===== src/rtl/writeback.sv =====
// Final RV32I pipeline stage: load handshake, load alignment/extension,
// write-back value selection, register-file write port, error and retire tracking.
module writeback #(
   parameter int unsigned TIMEOUT_CYCLES = 255
) (
   input  logic        i_clk,
   input  logic        i_rst,
   input  logic        i_valid,
   input  logic [4:0]  i_rd,
   input  logic        i_reg_write,
   input  logic [1:0]  i_reg_write_source_op,
   input  logic        i_mem_read,
   input  logic [2:0]  i_funct3,
   input  logic [31:0] i_alu_result,
   input  logic [31:0] i_pc_plus4,
   input  logic [31:0] i_immediate,
   output logic        o_dmem_req,
   output logic [31:0] o_dmem_addr,
   input  logic        i_dmem_rvalid,
   input  logic [31:0] i_dmem_rdata,
   output logic        o_stall,
   output logic        o_reg_write_wb,
   output logic [4:0]  o_rd_waddr,
   output logic [31:0] o_rd_wdata,
   output logic        o_err,
   output logic [31:0] o_retire_count
);

   typedef enum logic {IDLE, WAIT} state_t;

   localparam logic [7:0] TMO_LAST = 8'(TIMEOUT_CYCLES - 1);

   state_t      state, state_nx;
   logic [7:0]  tmo_cnt;
   logic [4:0]  ld_rd;
   logic [2:0]  ld_funct3;
   logic [1:0]  ld_off;
   logic        ld_we;

   logic        accept;
   logic        misalign;
   logic        timeout;
   logic [31:0] sel_value;
   logic [31:0] load_value;

   assign accept  = i_valid && (state == IDLE);
   assign o_stall = (state == WAIT);

   always_comb begin
      misalign = 1'b0;
      case (i_funct3)
         3'b000, 3'b100: misalign = 1'b0;
         3'b001, 3'b101: misalign = i_alu_result[0];
         default:        misalign = (i_alu_result[1:0] != 2'b00);
      endcase
   end

   // Source op 01 on a non-load has no load data to offer; fall back to the ALU result.
   always_comb begin
      sel_value = i_alu_result;
      case (i_reg_write_source_op)
         2'b10:   sel_value = i_pc_plus4;
         2'b11:   sel_value = i_immediate;
         default: sel_value = i_alu_result;
      endcase
   end

   always_comb begin
      logic [7:0]  lane_b;
      logic [15:0] lane_h;
      lane_b     = i_dmem_rdata[8*ld_off +: 8];
      lane_h     = ld_off[1] ? i_dmem_rdata[31:16] : i_dmem_rdata[15:0];
      load_value = i_dmem_rdata;
      case (ld_funct3)
         3'b000:  load_value = {{24{lane_b[7]}}, lane_b};
         3'b001:  load_value = {{16{lane_h[15]}}, lane_h};
         3'b100:  load_value = {24'h0, lane_b};
         3'b101:  load_value = {16'h0, lane_h};
         default: load_value = i_dmem_rdata;
      endcase
   end

   always_comb begin
      state_nx = state;
      timeout  = 1'b0;
      case (state)
         IDLE: if (accept && i_mem_read && !misalign) state_nx = WAIT;
         WAIT: begin
            if (i_dmem_rvalid) begin
               state_nx = IDLE;
            end else if (tmo_cnt == TMO_LAST) begin
               state_nx = IDLE;
               timeout  = 1'b1;
            end
         end
         default: state_nx = IDLE;
      endcase
   end

   always_ff @(posedge i_clk or negedge i_rst) begin
      if (!i_rst) state <= IDLE;
      else        state <= state_nx;
   end

   always_ff @(posedge i_clk or negedge i_rst) begin
      if (!i_rst) begin
         o_dmem_req     <= 1'b0;
         o_dmem_addr    <= '0;
         o_reg_write_wb <= 1'b0;
         o_rd_waddr     <= '0;
         o_rd_wdata     <= '0;
         o_err          <= 1'b0;
         o_retire_count <= '0;
         tmo_cnt        <= '0;
         ld_rd          <= '0;
         ld_funct3      <= '0;
         ld_off         <= '0;
         ld_we          <= 1'b0;
      end else begin
         o_dmem_req     <= 1'b0;
         o_reg_write_wb <= 1'b0;
         if (accept) begin
            if (i_mem_read) begin
               if (misalign) begin
                  o_err <= 1'b1;
               end else begin
                  o_dmem_req  <= 1'b1;
                  o_dmem_addr <= {i_alu_result[31:2], 2'b00};
                  ld_rd       <= i_rd;
                  ld_funct3   <= i_funct3;
                  ld_off      <= i_alu_result[1:0];
                  ld_we       <= i_reg_write;
                  tmo_cnt     <= '0;
               end
            end else begin
               o_rd_waddr     <= i_rd;
               o_rd_wdata     <= sel_value;
               o_reg_write_wb <= i_reg_write && (i_rd != 5'd0);
               o_retire_count <= o_retire_count + 32'd1;
            end
         end else if (state == WAIT) begin
            if (i_dmem_rvalid) begin
               o_rd_waddr     <= ld_rd;
               o_rd_wdata     <= load_value;
               o_reg_write_wb <= ld_we && (ld_rd != 5'd0);
               o_retire_count <= o_retire_count + 32'd1;
            end else if (timeout) begin
               o_err <= 1'b1;
            end else begin
               tmo_cnt <= tmo_cnt + 8'd1;
            end
         end
      end
   end

endmodule


===== config.mk =====
export PLATFORM = sky130hd
export DESIGN_NAME = writeback
export DESIGN_NICKNAME = d
export VERILOG_FILES = /design/src/rtl/writeback.sv
export SDC_FILE = /design/constraint.sdc
export NUM_CORES = 1
export LEC_CHECK = 0
export BUFFER_PORTS_ARGS = -buffer_cell sky130_fd_sc_hd__buf_4
export CORE_MARGIN = 4
export CORE_UTILIZATION = 50
export CTS_BUF_LIST = sky130_fd_sc_hd__clkbuf_8 sky130_fd_sc_hd__clkbuf_16
export CTS_CLUSTER_SIZE = 20
export DETAILED_ROUTE_END_ITERATION = 8
export PLACE_DENSITY = 0.81
export SLEW_MARGIN = 20
export SYNTH_ARGS = -nofsm -noshare
export SYNTH_HDL_FRONTEND = slang
export SYNTH_SLANG_ARGS = --single-unit

===== constraint.sdc =====
create_clock -name i_clk -period 4.2 [get_ports i_clk]
set_clock_uncertainty 0.05 [all_clocks]
set_input_delay 0.21 -clock i_clk [delete_from_list [all_inputs] [get_ports i_clk]]
set_output_delay 0.21 -clock i_clk [all_outputs]
set_load 0.005 [all_outputs]

==> flow_summary.json <==
{
  "status": "completed",
  "utilization_pct": 73.89,
  "arrival_ps": 2730,
  "setup_viol": 0,
  "tightest_slew_ps": 1011,
  "detail-route-antenna-nets": 0,
  "syn_avg_cell_area_um2": 10.17,
  "ios": 249,
  "clock-sinks": 122,
  "slew_headroom_pct": 32.31,
  "post-route-drc-count": 0,
  "hold_violations": 0,
  "rows": 41,
  "track_usage_pct": 28.73,
  "antennaDiodeCount": 0,
  "grt_overflow": 0,
  "io_buffers": 246,
  "ys_top_cells_by_area": "dfrtp_1, mux2_2, mux2i_1",
  "drv_cap": 0,
  "gp_congestion": 0.8722,
  "post-route-min-period_ps": 2487,
  "total_power_mw": 4.298,
  "synth_seq_cells": 122,
  "synth.top_cells.by_count": "dfrtp_1, nor2_1, a21oi_1, nand2_1",
  "syn2layout_area_growth_pct": 43.82,
  "yosysTopAreaCell": "dfrtp_1",
  "dr.pass1.iters": 5,
  "core_um2": 12720,
  "cts_setup_buffers": 0,
  "drive_gt1_share_pct": 36.95,
  "hpwl_um": 15190,
  "die_h_um": 122.3,
  "powerDensity_nw_per_um2": 457.2,
  "synth_edf_count": 0,
  "synth_seq_area_share_pct": 46.71,
  "yosys_warnings": 0,
  "synthFlopType": "dfrtp_1",
  "critPathRequiredTime_ps": 4450,
  "antenna_found_initial": 0,
  "cts_buffer_depth": 2,
  "cts_tree": "done",
  "cts.htree.levels": 4,
  "max_freq_mhz": 402.2,
  "grt_pass1_vias": 6473,
  "grt_max_degree": 86,
  "slew_viol_final": 0,
  "cts-root-buf": "clkbuf_16",
  "dp.cells": 1020,
  "insertion_delay_ps": 410,
  "rsz0062_at_grt": "no",
  "fin_tns_setup_ps": 0,
  "yosysUniqueCellTypes": 49,
  "p_leak_nw": 4.434,
  "async_reset_ff_share_pct": 100.0,
  "vdd_drop_max_v": 0.0002533,
  "tritoncts.num_buffers": 17,
  "final_cells": 1084,
  "vias_per_cell": 5.768,
  "dieArea_um2": 14970,
  "synth.most_common_cell": "dfrtp_1",
  "path_clk_slew_ps": 50,
  "hp-class": "in2reg",
  "num_vias": 6253,
  "dieWidth_um": 122.3,
  "netlist_area_um2": 6536,
  "timing.final.crit_share_pct": 59.20,
  "cp-end-kind": "register",
  "initial_core_util_pct": 51.38,
  "synth_top_area_share_pct": 46.71,
  "crit_type": "reg2reg",
  "detail_route.wl_per_cell_um": 19.63,
  "syn-instance-count": 643,
  "start_kind": "register",
  "grt_pass1_wl_um": 33370,
  "drt_iter0_drc": 488,
  "drt_wl_total_um": 21280,
  "cts_resized": 0,
  "worstPathMaxFanout": 21,
  "nNetsFinal": 1048,
  "cts_hold_buf": 34
}
-- path summary, 6_finish.rpt --
kind	cells after the start	slack [ps]	end	from
worst min-delay path	2	8	ld_rd[2]	i_rd[2]
worst max-delay path	4	1710	o_retire_count[22]	o_stall
min in group asynchronous	2	360	o_dmem_addr[8]	i_rst
worst max register to register	4	1710	o_retire_count[22]	o_stall
worst min register to register	1	430	o_retire_count[31]	o_retire_count[31]
max in group asynchronous	3	2700	o_dmem_addr[12]	i_rst
-- registers in the layout, indices dropped and copies added, names as in the netlist --
register / count
o_dmem_addr: 30
ld_off: 2
ld_rd: 5
ld_we: 1
o_dmem_req: 1
o_err: 1
o_reg_write_wb: 1
tmo_cnt: 8
o_rd_waddr: 5
o_rd_wdata: 32
o_retire_count: 32
ld_funct3: 3
o_stall: 1
-- power by group --
part	switching (mW)	internal (mW)
Combinational	0.535	0.656
Clock	0.513	0.939
Sequential	0.234	1.42
-- cell type report --
class,count,area (um^2)
Tap cell,172,215.2
Fill cell,901,3322
Multi-Input combinational cell,469,3277
Clock buffer,22,494.2
Sequential cell,122,3053
Inverter,7,26.28
Clock inverter,8,93.84
Timing Repair Buffer,284,2241
-- worst max-delay path: stages (launching register included) --
cell     delay (ps)
dfrtp_1         470
or3b_4          560
a21oi_1         830
nand4_1         260
xnor2_1         190
-- through the flow --
stage                     setup slack [ps]  hold slack [ps]  cell area, um^2
final                                 1713            7.883             9400
after global routing                  1489            2.067             9400
after CTS                             1720            3.346             9397
after detailed placement              1768            407.2             8468
after global placement                1852            404.3             8441
after floorplan                       2297           -135.6             6540
-- per-layer routing --
| metal | part of all wire, % | track usage, % | up-vias | wire length (um) |
|---|---|---|---|---|
| met5 | 0 | 0 | - | 0 |
| met4 | 4.2 | 14.00 | 0 | 894 |
| met3 | 8.8 | 8.433 | 62 | 1863 |
| met2 | 49 | 46.96 | 296 | 10340 |
| met1 | 38 | 34.85 | 3033 | 8189 |
| li1 | - | - | 2862 | - |
-- cell usage in the layout, fill, tap and decap left out, drive strengths merged, types with 2 or more instances in the layout --
cell         count
nand4           17
clkinv           3
buf            250
nor2            62
inv              8
and2             7
mux2            44
or4              4
dlygate4sd3     34
nor4             3
nand3           13
o31ai           24
and4             4
mux2i           44
bufinv           2
o21ai           15
nand3b           8
xor2             2
a21oi           50
nor2b           11
conb             2
clkbuf          22
ha               3
o211ai           4
clkinvlp         2
o221ai           7
a221oi          16
a21o             9
xnor2           33
a211oi          21
dfrtp          122
nand2b           2
and3             5
nand2           49
-- logic make-up after synthesis --
family / synth area share, %
AO/OA/AOI/OAI: 15.22
XOR/XNOR: 4.805
adder cells (fa/ha/maj): 0.5743
buffers and inverters: 3.369
flip-flops: 46.71
multiplexers: 14.66
other: 0.05737
AND/OR/NAND/NOR: 14.61
Power figures use the tool's default switching activity.
